$ cat src/rtl/reg_file_sb_if.sv
// reg_file_sb_if: bus between decode/issue + writeback and the register file
// with busy scoreboard.
//
// Parameters
//   DATA_W  register width
//   DEPTH   number of registers (power of two, >= 2)
//   NUM_RD  number of read ports (1..4)
//
// Signals (direction given from the master side)
//   we, wa, wd      out  writeback enable / address / data
//   ra              out  packed read addresses, port k at [k*ADDR_W +: ADDR_W]
//   alloc_en        out  mark alloc_addr busy (destination issued)
//   alloc_addr      out  register to mark busy
//   flush           out  clear every busy bit
//   rd              in   packed read data, port k at [k*DATA_W +: DATA_W]
//   rbusy           in   bit k = busy bit of register ra[k]
//   pending_cnt     in   number of busy registers
interface reg_file_sb_if #(
  parameter int DATA_W = 32,
  parameter int DEPTH  = 32,
  parameter int NUM_RD = 2
);
  localparam int ADDR_W = $clog2(DEPTH);
  localparam int CNT_W  = $clog2(DEPTH + 1);

  logic                     we;
  logic [ADDR_W-1:0]        wa;
  logic [DATA_W-1:0]        wd;
  logic [NUM_RD*ADDR_W-1:0] ra;
  logic [NUM_RD*DATA_W-1:0] rd;
  logic [NUM_RD-1:0]        rbusy;
  logic                     alloc_en;
  logic [ADDR_W-1:0]        alloc_addr;
  logic                     flush;
  logic [CNT_W-1:0]         pending_cnt;

  modport master (
    output we, wa, wd, ra, alloc_en, alloc_addr, flush,
    input  rd, rbusy, pending_cnt
  );

  modport slave (
    input  we, wa, wd, ra, alloc_en, alloc_addr, flush,
    output rd, rbusy, pending_cnt
  );
endinterface

$ cat src/rtl/reg_file_sb.sv
// reg_file_sb: parametrised multi-read-port register file with a per-register
// busy scoreboard. Issue allocates a destination (marks it busy), writeback
// stores data and clears the busy bit, flush squashes every busy bit.
//
// Ports
//   clk   in  rising-edge clock for all state
//   rst   in  asynchronous active-high reset (registers, busy bits, count)
//   bus   reg_file_sb_if.slave
//           we/wa/wd        writeback port
//           ra -> rd/rbusy  NUM_RD combinational read ports
//           alloc_en/addr   scoreboard allocate
//           flush           scoreboard squash
//           pending_cnt     registered popcount of the busy bits
//
// Parameters
//   DATA_W, DEPTH, ADDR_W (derived), NUM_RD, ZERO_REG (reg 0 hardwired to 0,
//   never written, never busy)
//
// Build option
//   REG_FILE_SB_BYPASS_EN  when defined, a same-cycle write to the address a
//                          read port is looking at is forwarded to that port
//                          (data and busy). When undefined, reads come purely
//                          from registered state.
module reg_file_sb #(
  parameter int DATA_W   = 32,
  parameter int DEPTH    = 32,
  parameter int ADDR_W   = $clog2(DEPTH),
  parameter int NUM_RD   = 2,
  parameter int ZERO_REG = 1
) (
  input  logic         clk,
  input  logic         rst,
  reg_file_sb_if.slave bus
);

  localparam int CNT_W = $clog2(DEPTH + 1);
  localparam bit ZR    = (ZERO_REG != 0);

  logic [DATA_W-1:0] regs [DEPTH];
  logic [DEPTH-1:0]  busy;
  logic [DEPTH-1:0]  busy_nxt;
  logic [CNT_W-1:0]  cnt;
  logic [CNT_W-1:0]  cnt_nxt;

  logic wr_ok;
  logic al_ok;
  logic cnt_inc;
  logic cnt_dec;

  // Register 0 is invisible to writes and allocates when hardwired to zero.
  assign wr_ok = bus.we       && !(ZR && (bus.wa == '0));
  assign al_ok = bus.alloc_en && !(ZR && (bus.alloc_addr == '0));

  // Counter deltas are derived from the current busy state so the count tracks
  // the popcount exactly: an alloc only adds when the target was idle, and a
  // write only removes when it clears a busy bit that is not being re-allocated
  // in the same cycle.
  assign cnt_inc = al_ok && !busy[bus.alloc_addr];
  assign cnt_dec = wr_ok &&  busy[bus.wa] && !(al_ok && (bus.alloc_addr == bus.wa));

  // ---- data storage ----
  always_ff @(posedge clk or posedge rst) begin
    if (rst) begin
      for (int i = 0; i < DEPTH; i++) begin
        regs[i] <= '0;
      end
    end else if (wr_ok) begin
      regs[bus.wa] <= bus.wd;
    end
  end

  // Scoreboard next state: flush dominates everything; otherwise alloc is
  // applied after the writeback clear so a new producer wins on a tie.
  always_comb begin
    busy_nxt = busy;
    if (bus.flush) begin
      busy_nxt = '0;
    end else begin
      if (wr_ok) begin
        busy_nxt[bus.wa] = 1'b0;
      end
      if (al_ok) begin
        busy_nxt[bus.alloc_addr] = 1'b1;
      end
    end
  end

  always_comb begin
    cnt_nxt = cnt;
    if (bus.flush) begin
      cnt_nxt = '0;
    end else if (cnt_inc && !cnt_dec) begin
      cnt_nxt = cnt + CNT_W'(1);
    end else if (cnt_dec && !cnt_inc) begin
      cnt_nxt = cnt - CNT_W'(1);
    end
  end

  // ---- scoreboard state ----
  always_ff @(posedge clk or posedge rst) begin
    if (rst) begin
      busy <= '0;
      cnt  <= '0;
    end else begin
      busy <= busy_nxt;
      cnt  <= cnt_nxt;
    end
  end

  assign bus.pending_cnt = cnt;

  // ---- combinational read ports ----
  logic [NUM_RD*DATA_W-1:0] rd_all;
  logic [NUM_RD-1:0]        rbusy_all;

  always_comb begin
    rd_all    = '0;
    rbusy_all = '0;
    for (int k = 0; k < NUM_RD; k++) begin
      logic [ADDR_W-1:0] ra_k;
      ra_k = bus.ra[k*ADDR_W +: ADDR_W];
      rd_all[k*DATA_W +: DATA_W] = regs[ra_k];
      rbusy_all[k]               = busy[ra_k];
`ifdef REG_FILE_SB_BYPASS_EN
      // Forward the in-flight writeback. The forwarded busy reflects what the
      // scoreboard will hold after the edge: set only by a surviving alloc.
      if (!rst && wr_ok && (bus.wa == ra_k)) begin
        rd_all[k*DATA_W +: DATA_W] = bus.wd;
        rbusy_all[k] = bus.alloc_en && (bus.alloc_addr == bus.wa) && !bus.flush;
      end
`endif
    end
  end

  assign bus.rd    = rd_all;
  assign bus.rbusy = rbusy_all;

endmodule

$ cat src/flat_wrapper.sv
// flat-port wrapper written by rule: the top's interface ports become plain ports
module reg_file_sb_flat 
#(
  parameter int DATA_W   = 32,
  parameter int DEPTH    = 32,
  parameter int ADDR_W   = $clog2(DEPTH),
  parameter int NUM_RD   = 2,
  parameter int ZERO_REG = 1
)
  (clk, rst, bus_we, bus_wa, bus_wd, bus_ra, bus_alloc_en, bus_alloc_addr, bus_flush, bus_rd, bus_rbusy, bus_pending_cnt);
  reg_file_sb_if #(.DATA_W(DATA_W), .DEPTH(DEPTH), .NUM_RD(NUM_RD)) bus_i ();
  input  logic clk;
  input  logic rst;
  input wire logic [$bits(bus_i.we)-1:0] bus_we;
  input wire logic [$bits(bus_i.wa)-1:0] bus_wa;
  input wire logic [$bits(bus_i.wd)-1:0] bus_wd;
  input wire logic [$bits(bus_i.ra)-1:0] bus_ra;
  input wire logic [$bits(bus_i.alloc_en)-1:0] bus_alloc_en;
  input wire logic [$bits(bus_i.alloc_addr)-1:0] bus_alloc_addr;
  input wire logic [$bits(bus_i.flush)-1:0] bus_flush;
  output wire logic [$bits(bus_i.rd)-1:0] bus_rd;
  output wire logic [$bits(bus_i.rbusy)-1:0] bus_rbusy;
  output wire logic [$bits(bus_i.pending_cnt)-1:0] bus_pending_cnt;
  assign bus_i.we = bus_we;
  assign bus_i.wa = bus_wa;
  assign bus_i.wd = bus_wd;
  assign bus_i.ra = bus_ra;
  assign bus_i.alloc_en = bus_alloc_en;
  assign bus_i.alloc_addr = bus_alloc_addr;
  assign bus_i.flush = bus_flush;
  assign bus_rd = bus_i.rd;
  assign bus_rbusy = bus_i.rbusy;
  assign bus_pending_cnt = bus_i.pending_cnt;
  reg_file_sb #(.DATA_W(DATA_W), .DEPTH(DEPTH), .ADDR_W(ADDR_W), .NUM_RD(NUM_RD), .ZERO_REG(ZERO_REG)) u_core (.clk(clk), .rst(rst), .bus(bus_i));
endmodule
$ cat config.mk
export PLATFORM = sky130hd
export DESIGN_NAME = reg_file_sb_flat
export DESIGN_NICKNAME = d
export VERILOG_FILES = /design/src/rtl/reg_file_sb_if.sv /design/src/rtl/reg_file_sb.sv /design/src/flat_wrapper.sv
export SDC_FILE = /design/constraint.sdc
export NUM_CORES = 2
export LEC_CHECK = 0
export CORE_UTILIZATION = 50
export DETAILED_ROUTE_END_ITERATION = 10
export DONT_BUFFER_PORTS = 1
export RECOVER_POWER = 25
export SLEW_MARGIN = 30
export SYNTH_ARGS = -nofsm -noshare
export SYNTH_HDL_FRONTEND = slang
export SYNTH_SLANG_ARGS = --single-unit
$ cat constraint.sdc
create_clock -name clk -period 71.9 [get_ports clk]
set_input_delay 14.38 -clock clk [delete_from_list [all_inputs] [get_ports clk]]
set_output_delay 14.38 -clock clk [all_outputs]
set_load 0.01 [all_outputs]
# After elaboration in Yosys (flattened, before gate mapping)
# Cells that the tools add are included.
# word_totals
input_bits	57
regBits	1062
output_inout_bits	72
# classes
n_lt_le_gt_ge	10
bitwise_logic	6
addsub	2
muxes	28
eq_ne	1
reduce_logical	20
# ops
cell	n
1024-bit bitwise mux	1
32-bit binary-select mux with 5-bit select	2
32-bit two-way mux	9
32-bit demux with 5-bit select	1
32-bit AND	1
32-bit NOT	1
32-bit OR	1
5-bit by 6-bit less-than comparator with 1-bit output (second input constant)	4
1-bit binary-select mux with 5-bit select	4
6-bit greater-or-equal comparator (second input constant)	3
6-bit two-way mux	3
5-bit NOT with 6-bit output	3
1-bit logical AND	11
1-bit demux with 5-bit select	2
5-bit by 1-bit greater-or-equal comparator with 1-bit output (second input constant)	2
5-bit logical NOT	2
6-bit by 1-bit adder with 6-bit output (second input constant)	1
1-bit logical NOT	6
6-bit by 1-bit less-than comparator with 1-bit output (second input constant)	1
1-bit two-way mux	6
6-bit by 1-bit subtractor with 6-bit output (second input constant)	1
5-bit equality test	1
3-bit nonzero test	1

# Depth between registers and ports, before layout
# logic_depth
word_depth	11
depth_mapped	15
mapped_depth_nobuf	13

# Least setup slack after synthesis
# No wires, ideal clock.
# synth_timing
kind	input-to-output
from	input port bus_ra[0]
to	output port bus_rd[0]
setup_slack_ns	41.222
arrival_time_ns	16.298
path_stages	6
path_cell_list	clkbuf_1 clkbuf_1 buf_2 mux4_2 mux4_2 mux2_2
# synth_between
elab_chain_len	4
# synth_lines
element	line	text
from (decl)	flat_wrapper.sv:17	input wire logic [$bits(bus_i.ra)-1:0] bus_ra;
5-bit NOT with 6-bit output (not written as such)	reg_file_sb.sv:122	rd_all[k*DATA_W +: DATA_W] = regs[ra_k];
32-bit binary-select mux with 5-bit select	reg_file_sb.sv:122	
32-bit two-way mux (not written as such) (2 in series)	reg_file_sb.sv:122	
to (decl)	flat_wrapper.sv:21	output wire logic [$bits(bus_i.rd)-1:0] bus_rd;
# Every way passes these cells. The select of a mux whose other input is x is not followed.

# Final worst setup path
# layout_timing
from	input port bus_ra[6]
to	output port bus_rbusy[1]
# layout_between
elab_chain_len	2
# layout_lines
element	line	text
1-bit binary-select mux with 5-bit select	reg_file_sb.sv:123	rbusy_all[k] = busy[ra_k];
1-bit two-way mux (not written as such)	reg_file_sb.sv:123	
to (decl)	flat_wrapper.sv:22	output wire logic [$bits(bus_i.rbusy)-1:0] bus_rbusy;
# Every way passes these cells. The select of a mux whose other input is x is not followed.

==> report_table.html <==
<table>
<tr><th>Metric</th><th>Value</th></tr>
<tr><th colspan="2">Setup path</th></tr>
<tr><td>Worst Path Required</td><td>57520 ps</td></tr>
<tr><td>Reg2reg start</td><td>u_core.busy[14]</td></tr>
<tr><td>Critical Path, Cell by Cell</td><td>mux4_2 &gt; mux4_2 &gt; mux2_2</td></tr>
<tr><td>Type of origin of the critical path</td><td>input port</td></tr>
<tr><td>Worst reg-to-reg setup slack</td><td>around 69000 ps</td></tr>
<tr><td>Cell depth of the worst flop-to-flop path</td><td>12</td></tr>
<tr><td>Dominant cell type by count on the critical path</td><td>sky130_fd_sc_hd__mux4_2</td></tr>
<tr><td>Worst-path fanout max</td><td>about 260</td></tr>
<tr><td>Setup crit end</td><td>bus_rbusy[1]</td></tr>
<tr><td>Delay of the slowest critical-path stage</td><td>roughly 600 ps</td></tr>
<tr><td>Crit. End Element</td><td>primary output</td></tr>
<tr><td>Crit Reg-Reg Endpoint</td><td>u_core.bus.pending_cnt[5]</td></tr>
<tr><td>Arrival time at the worst endpoint</td><td>~16000 ps</td></tr>
<tr><td>Worst setup path startpoint</td><td>bus_ra[6]</td></tr>
<tr><td>Slowest stage cell, crit path</td><td>sky130_fd_sc_hd__mux4_2</td></tr>
<tr><td>Critical path class</td><td>input port to primary output</td></tr>
<tr><th colspan="2">STA</th></tr>
<tr><td>Final count of pins violating max slew</td><td>~570</td></tr>
<tr><td>Headroom to the max-slew limit</td><td>-242%</td></tr>
<tr><td>Final worst path period share</td><td>between 40% and 50%</td></tr>
<tr><td>Achievable Freq</td><td>32.9 MHz</td></tr>
<tr><td>Slew of the pin with the lowest slew margin</td><td>around 5000 ps</td></tr>
<tr><td>Hold slack final</td><td>a little under 400 ps</td></tr>
<tr><td>Post-route worst setup slack</td><td>between 40000 and 50000 ps</td></tr>
<tr><td>Unrepaired setup endpoints after global routing</td><td>no</td></tr>
<tr><td>Clock period minus final worst setup slack</td><td>just over 30000 ps</td></tr>
<tr><td>Number of setup violations in the final report</td><td>0</td></tr>
<tr><td>Setup TNS Final</td><td>0 ps</td></tr>
<tr><td>Endpoints failing hold</td><td>0</td></tr>
<tr><td>Clk_skew</td><td>6.84 ps</td></tr>
<tr><th colspan="2">Flow run</th></tr>
<tr><td>Count of max-cap constraint violations</td><td>16</td></tr>
<tr><th colspan="2">Floorplanning</th></tr>
<tr><td>I/O pin total</td><td>about 130</td></tr>
<tr><td>Effective utilization at floorplan</td><td>about half</td></tr>
<tr><td>Num rows</td><td>approximately 120</td></tr>
<tr><td>Floorplan die area</td><td>between 100000 and 150000 um2</td></tr>
<tr><td>Chip Width</td><td>roughly 340 um</td></tr>
<tr><td>Standard cell core area</td><td>around 110000 um2</td></tr>
<tr><td>Die H</td><td>339 um</td></tr>
<tr><th colspan="2">Synth</th></tr>
<tr><td>Sequential element share of the synthesized area</td><td>a little under half</td></tr>
<tr><td>Share of synthesized area spent on multiplexers</td><td>47.9%</td></tr>
<tr><td>Post-Synth Adder-Cell Area</td><td>less than 1%</td></tr>
<tr><td>Synth Instances</td><td>around 3400</td></tr>
<tr><td>Top post-synthesis cells by count</td><td>sky130_fd_sc_hd__dfrtp_1, sky130_fd_sc_hd__mux2_2, sky130_fd_sc_hd__mux4_2</td></tr>
<tr><td>Fraction of synthesis flops using an asynchronous set or reset pin</td><td>100%</td></tr>
<tr><td>Ys flop type</td><td>sky130_fd_sc_hd__dfrtp_1</td></tr>
<tr><td>Number of distinct library cells after synthesis</td><td>54</td></tr>
<tr><td>Share of Yosys cell area claimed by the top area cell type</td><td>between 40% and 50%</td></tr>
<tr><td>Post-synthesis share of cell area spent on and, or, nand and nor gates</td><td>under 10%</td></tr>
<tr><td>Top-count cell post-synth</td><td>sky130_fd_sc_hd__dfrtp_1</td></tr>
<tr><td>Avg Synthesized Cell Area</td><td>approximately 17 um2</td></tr>
<tr><td>Cell types with the largest area share after synthesis</td><td>sky130_fd_sc_hd__dfrtp_1, sky130_fd_sc_hd__mux4_2, sky130_fd_sc_hd__mux2_2</td></tr>
<tr><td>Number of warnings reported in the yosys synthesis log</td><td>0</td></tr>
<tr><td>Flop and latch count out of synthesis</td><td>between 1000 and 1500</td></tr>
<tr><td>Post-synth EDFFs</td><td>0</td></tr>
<tr><td>Largest family of logic cells by synthesized area</td><td>multiplexers</td></tr>
<tr><td>Xor and xnor fraction of the mapped netlist area</td><td>0.124%</td></tr>
<tr><td>Net count of the mapped netlist</td><td>3496</td></tr>
<tr><td>Largest area contributor in the synthesized netlist</td><td>sky130_fd_sc_hd__dfrtp_1</td></tr>
<tr><td>Synth Cell Area</td><td>around 57000 um2</td></tr>
<tr><td>Area fraction in compound gates after synthesis</td><td>less than 1%</td></tr>
<tr><th colspan="2">Clock tree</th></tr>
<tr><td>Insertion delay to the later sink of the worst-skew pair</td><td>approximately 700 ps</td></tr>
<tr><td>Max Root-Sink Buffers</td><td>3</td></tr>
<tr><td>Number of sinks handled by clock tree synthesis</td><td>around 1100</td></tr>
<tr><td>Cell at the root of the clock tree</td><td>sky130_fd_sc_hd__clkbuf_16</td></tr>
<tr><td>Cts bufs inserted</td><td>120</td></tr>
<tr><td>Clock slew seen by the registers of the worst setup and hold paths</td><td>60 ps</td></tr>
<tr><td>Number of post-CTS setup repair buffers</td><td>0</td></tr>
<tr><td>Resized Gates After CTS</td><td>0</td></tr>
<tr><td>Maximum level of the CTS H-tree</td><td>3</td></tr>
<tr><td>CTS tree</td><td>built</td></tr>
<tr><td>CTS Hold Buffers Added</td><td>0</td></tr>
<tr><th colspan="2">Power and ir drop</th></tr>
<tr><td>Total Power Consumption</td><td>1.75 mW</td></tr>
<tr><td>Power Density</td><td>between 20 and 30 nW/um2</td></tr>
<tr><td>LEAKAGE</td><td>approximately 26 nW</td></tr>
<tr><td>Peak supply drop</td><td>0.0205 mV</td></tr>
<tr><th colspan="2">Place</th></tr>
<tr><td>Dpl hpwl</td><td>roughly 80000 um</td></tr>
<tr><td>Final estimated routing congestion in global placement</td><td>about 0.83</td></tr>
<tr><td>Count of input and output buffers</td><td>0</td></tr>
<tr><td>Minimum setup slack after placement</td><td>between 40000 and 50000 ps</td></tr>
<tr><td>Placed Cells</td><td>~4600</td></tr>
<tr><td>Total placed instance area</td><td>~58000 um2</td></tr>
<tr><th colspan="2">Detailed routing</th></tr>
<tr><td>Post-Route WL</td><td>163000 um</td></tr>
<tr><td>Final antenna-violating net count</td><td>0</td></tr>
<tr><td>Final routed wire length divided by cell count</td><td>34.0 um</td></tr>
<tr><td>Via count normalized by instance count</td><td>between 6 and 7</td></tr>
<tr><td>Count of vias placed by the detailed router</td><td>approximately 33000</td></tr>
<tr><td>Drt first pass iters</td><td>5</td></tr>
<tr><td>Iter 0 DRT Violations</td><td>2596</td></tr>
<tr><td>Drt drc</td><td>0</td></tr>
<tr><th colspan="2">Finish</th></tr>
<tr><td>Diode insertion count for antenna repair</td><td>0</td></tr>
<tr><td>Post-Route Utilization</td><td>54.8%</td></tr>
<tr><td>Synth-to-layout area growth</td><td>8.75%</td></tr>
<tr><td>Final net count</td><td>roughly 3300</td></tr>
<tr><td>Final design area excluding fillers</td><td>between 60000 and 70000 um2</td></tr>
<tr><td>Post-route insts no fill</td><td>roughly 4800</td></tr>
<tr><td>Share of final-layout standard cells stronger than drive strength 1</td><td>around three fifths</td></tr>
<tr><th colspan="2">Global routing</th></tr>
<tr><td>Via count of the first global-routing pass</td><td>around 36000</td></tr>
<tr><td>Overall overflow remaining after global route</td><td>0</td></tr>
<tr><td>Global-route wire length before repair</td><td>roughly 250000 um</td></tr>
<tr><td>GRT Util Overall</td><td>about 29%</td></tr>
<tr><td>Pin count of the biggest net entering global routing</td><td>around 270</td></tr>
<tr><td>Antenna violations before repair</td><td>0</td></tr>
<tr><th colspan="2">Status</th></tr>
<tr><td>Violations in the final reports</td><td>capacitance limit, slew limit</td></tr>
<tr><td>Status</td><td>finished with violations</td></tr>
<tr><th colspan="2">Hold path</th></tr>
<tr><td>Kind of path behind the tightest hold check</td><td>flip-flop to flip-flop</td></tr>
</table>
sequential cells by signal, summed over array words and instances, names as in the netlist:
name and flops:
u_core.regs 1024, u_core.busy 32, u_core.bus.pending_cnt 6
worst max-delay path: cells and delay by family:
family	cells	cell delay [ps]
muxes	3	1420
worst min path at each step:
| stage | startpoint | end | slack, ps | depth (start not counted) |
|---|---|---|---|---|
| final | u_core.regs[1018] | u_core.regs[1018] | 390 | 0 |
| after global routing | u_core.regs[1012] | u_core.regs[1012] | 410 | 0 |
| after CTS | u_core.regs[1018] | u_core.regs[1018] | 400 | 0 |
| after detailed placement | u_core.regs[1018] | u_core.regs[1018] | 380 | 0 |
| after global placement | u_core.regs[998] | u_core.regs[998] | 380 | 0 |
| after floorplan | u_core.regs[1000] | u_core.regs[1000] | 440 | 1 |
cell type report:
class,instances,area [um2]
Sequential cell,1062,26600
Clock inverter,51,727
Fill cell,8722,50800
Timing Repair Buffer,36,317
Clock buffer,172,3530
Tap cell,1500,1880
Inverter,6,26.3
Multi-Input combinational cell,1965,28600
cell families after synthesis:
kind of cell	count (synthesis)
mux	1750
fa+ha+maj	5
simple gates	125
flops	1062
xor+xnor	8
compound gates	77
buf+inv	407
cells in the final DEF (no fill, tap or decap), types with 5 or more instances in the layout:
| cell type | instances |
|---|---|
| sky130_fd_sc_hd__dfrtp_1 | 1062 |
| sky130_fd_sc_hd__mux2_2 | 1060 |
| sky130_fd_sc_hd__mux4_2 | 661 |
| sky130_fd_sc_hd__clkbuf_16 | 121 |
| sky130_fd_sc_hd__nor2_1 | 37 |
| sky130_fd_sc_hd__clkbuf_8 | 31 |
| sky130_fd_sc_hd__clkbuf_1 | 23 |
| sky130_fd_sc_hd__mux2i_1 | 22 |
| sky130_fd_sc_hd__clkinv_2 | 22 |
| sky130_fd_sc_hd__buf_4 | 22 |
| sky130_fd_sc_hd__nand2_1 | 20 |
| sky130_fd_sc_hd__a22oi_1 | 17 |
| sky130_fd_sc_hd__a21oi_1 | 17 |
| sky130_fd_sc_hd__bufinv_16 | 17 |
| sky130_fd_sc_hd__o21ai_0 | 15 |
| sky130_fd_sc_hd__nand2_8 | 10 |
| sky130_fd_sc_hd__buf_6 | 10 |
| sky130_fd_sc_hd__o22ai_1 | 9 |
| sky130_fd_sc_hd__nand3b_1 | 8 |
| sky130_fd_sc_hd__nand3_1 | 8 |
| sky130_fd_sc_hd__clkinvlp_4 | 8 |
| sky130_fd_sc_hd__nor3b_1 | 7 |
| sky130_fd_sc_hd__xor2_1 | 5 |
where the power goes:
part           total, mW  switching [mW]  internal [mW]
registers          0.787          0.0794          0.708
clock network      0.657           0.257          0.400
logic              0.309          0.0939          0.215
per-layer routing:
metal  GRT usage (%)  wire, um  up-vias
met5               0         0        -
met4            9.10      4980        0
met3            5.04      9040      276
met2            47.3     80000      973
met1            40.0     68700    18300
li1                -         -    13000
Power figures use the tool's default switching activity.
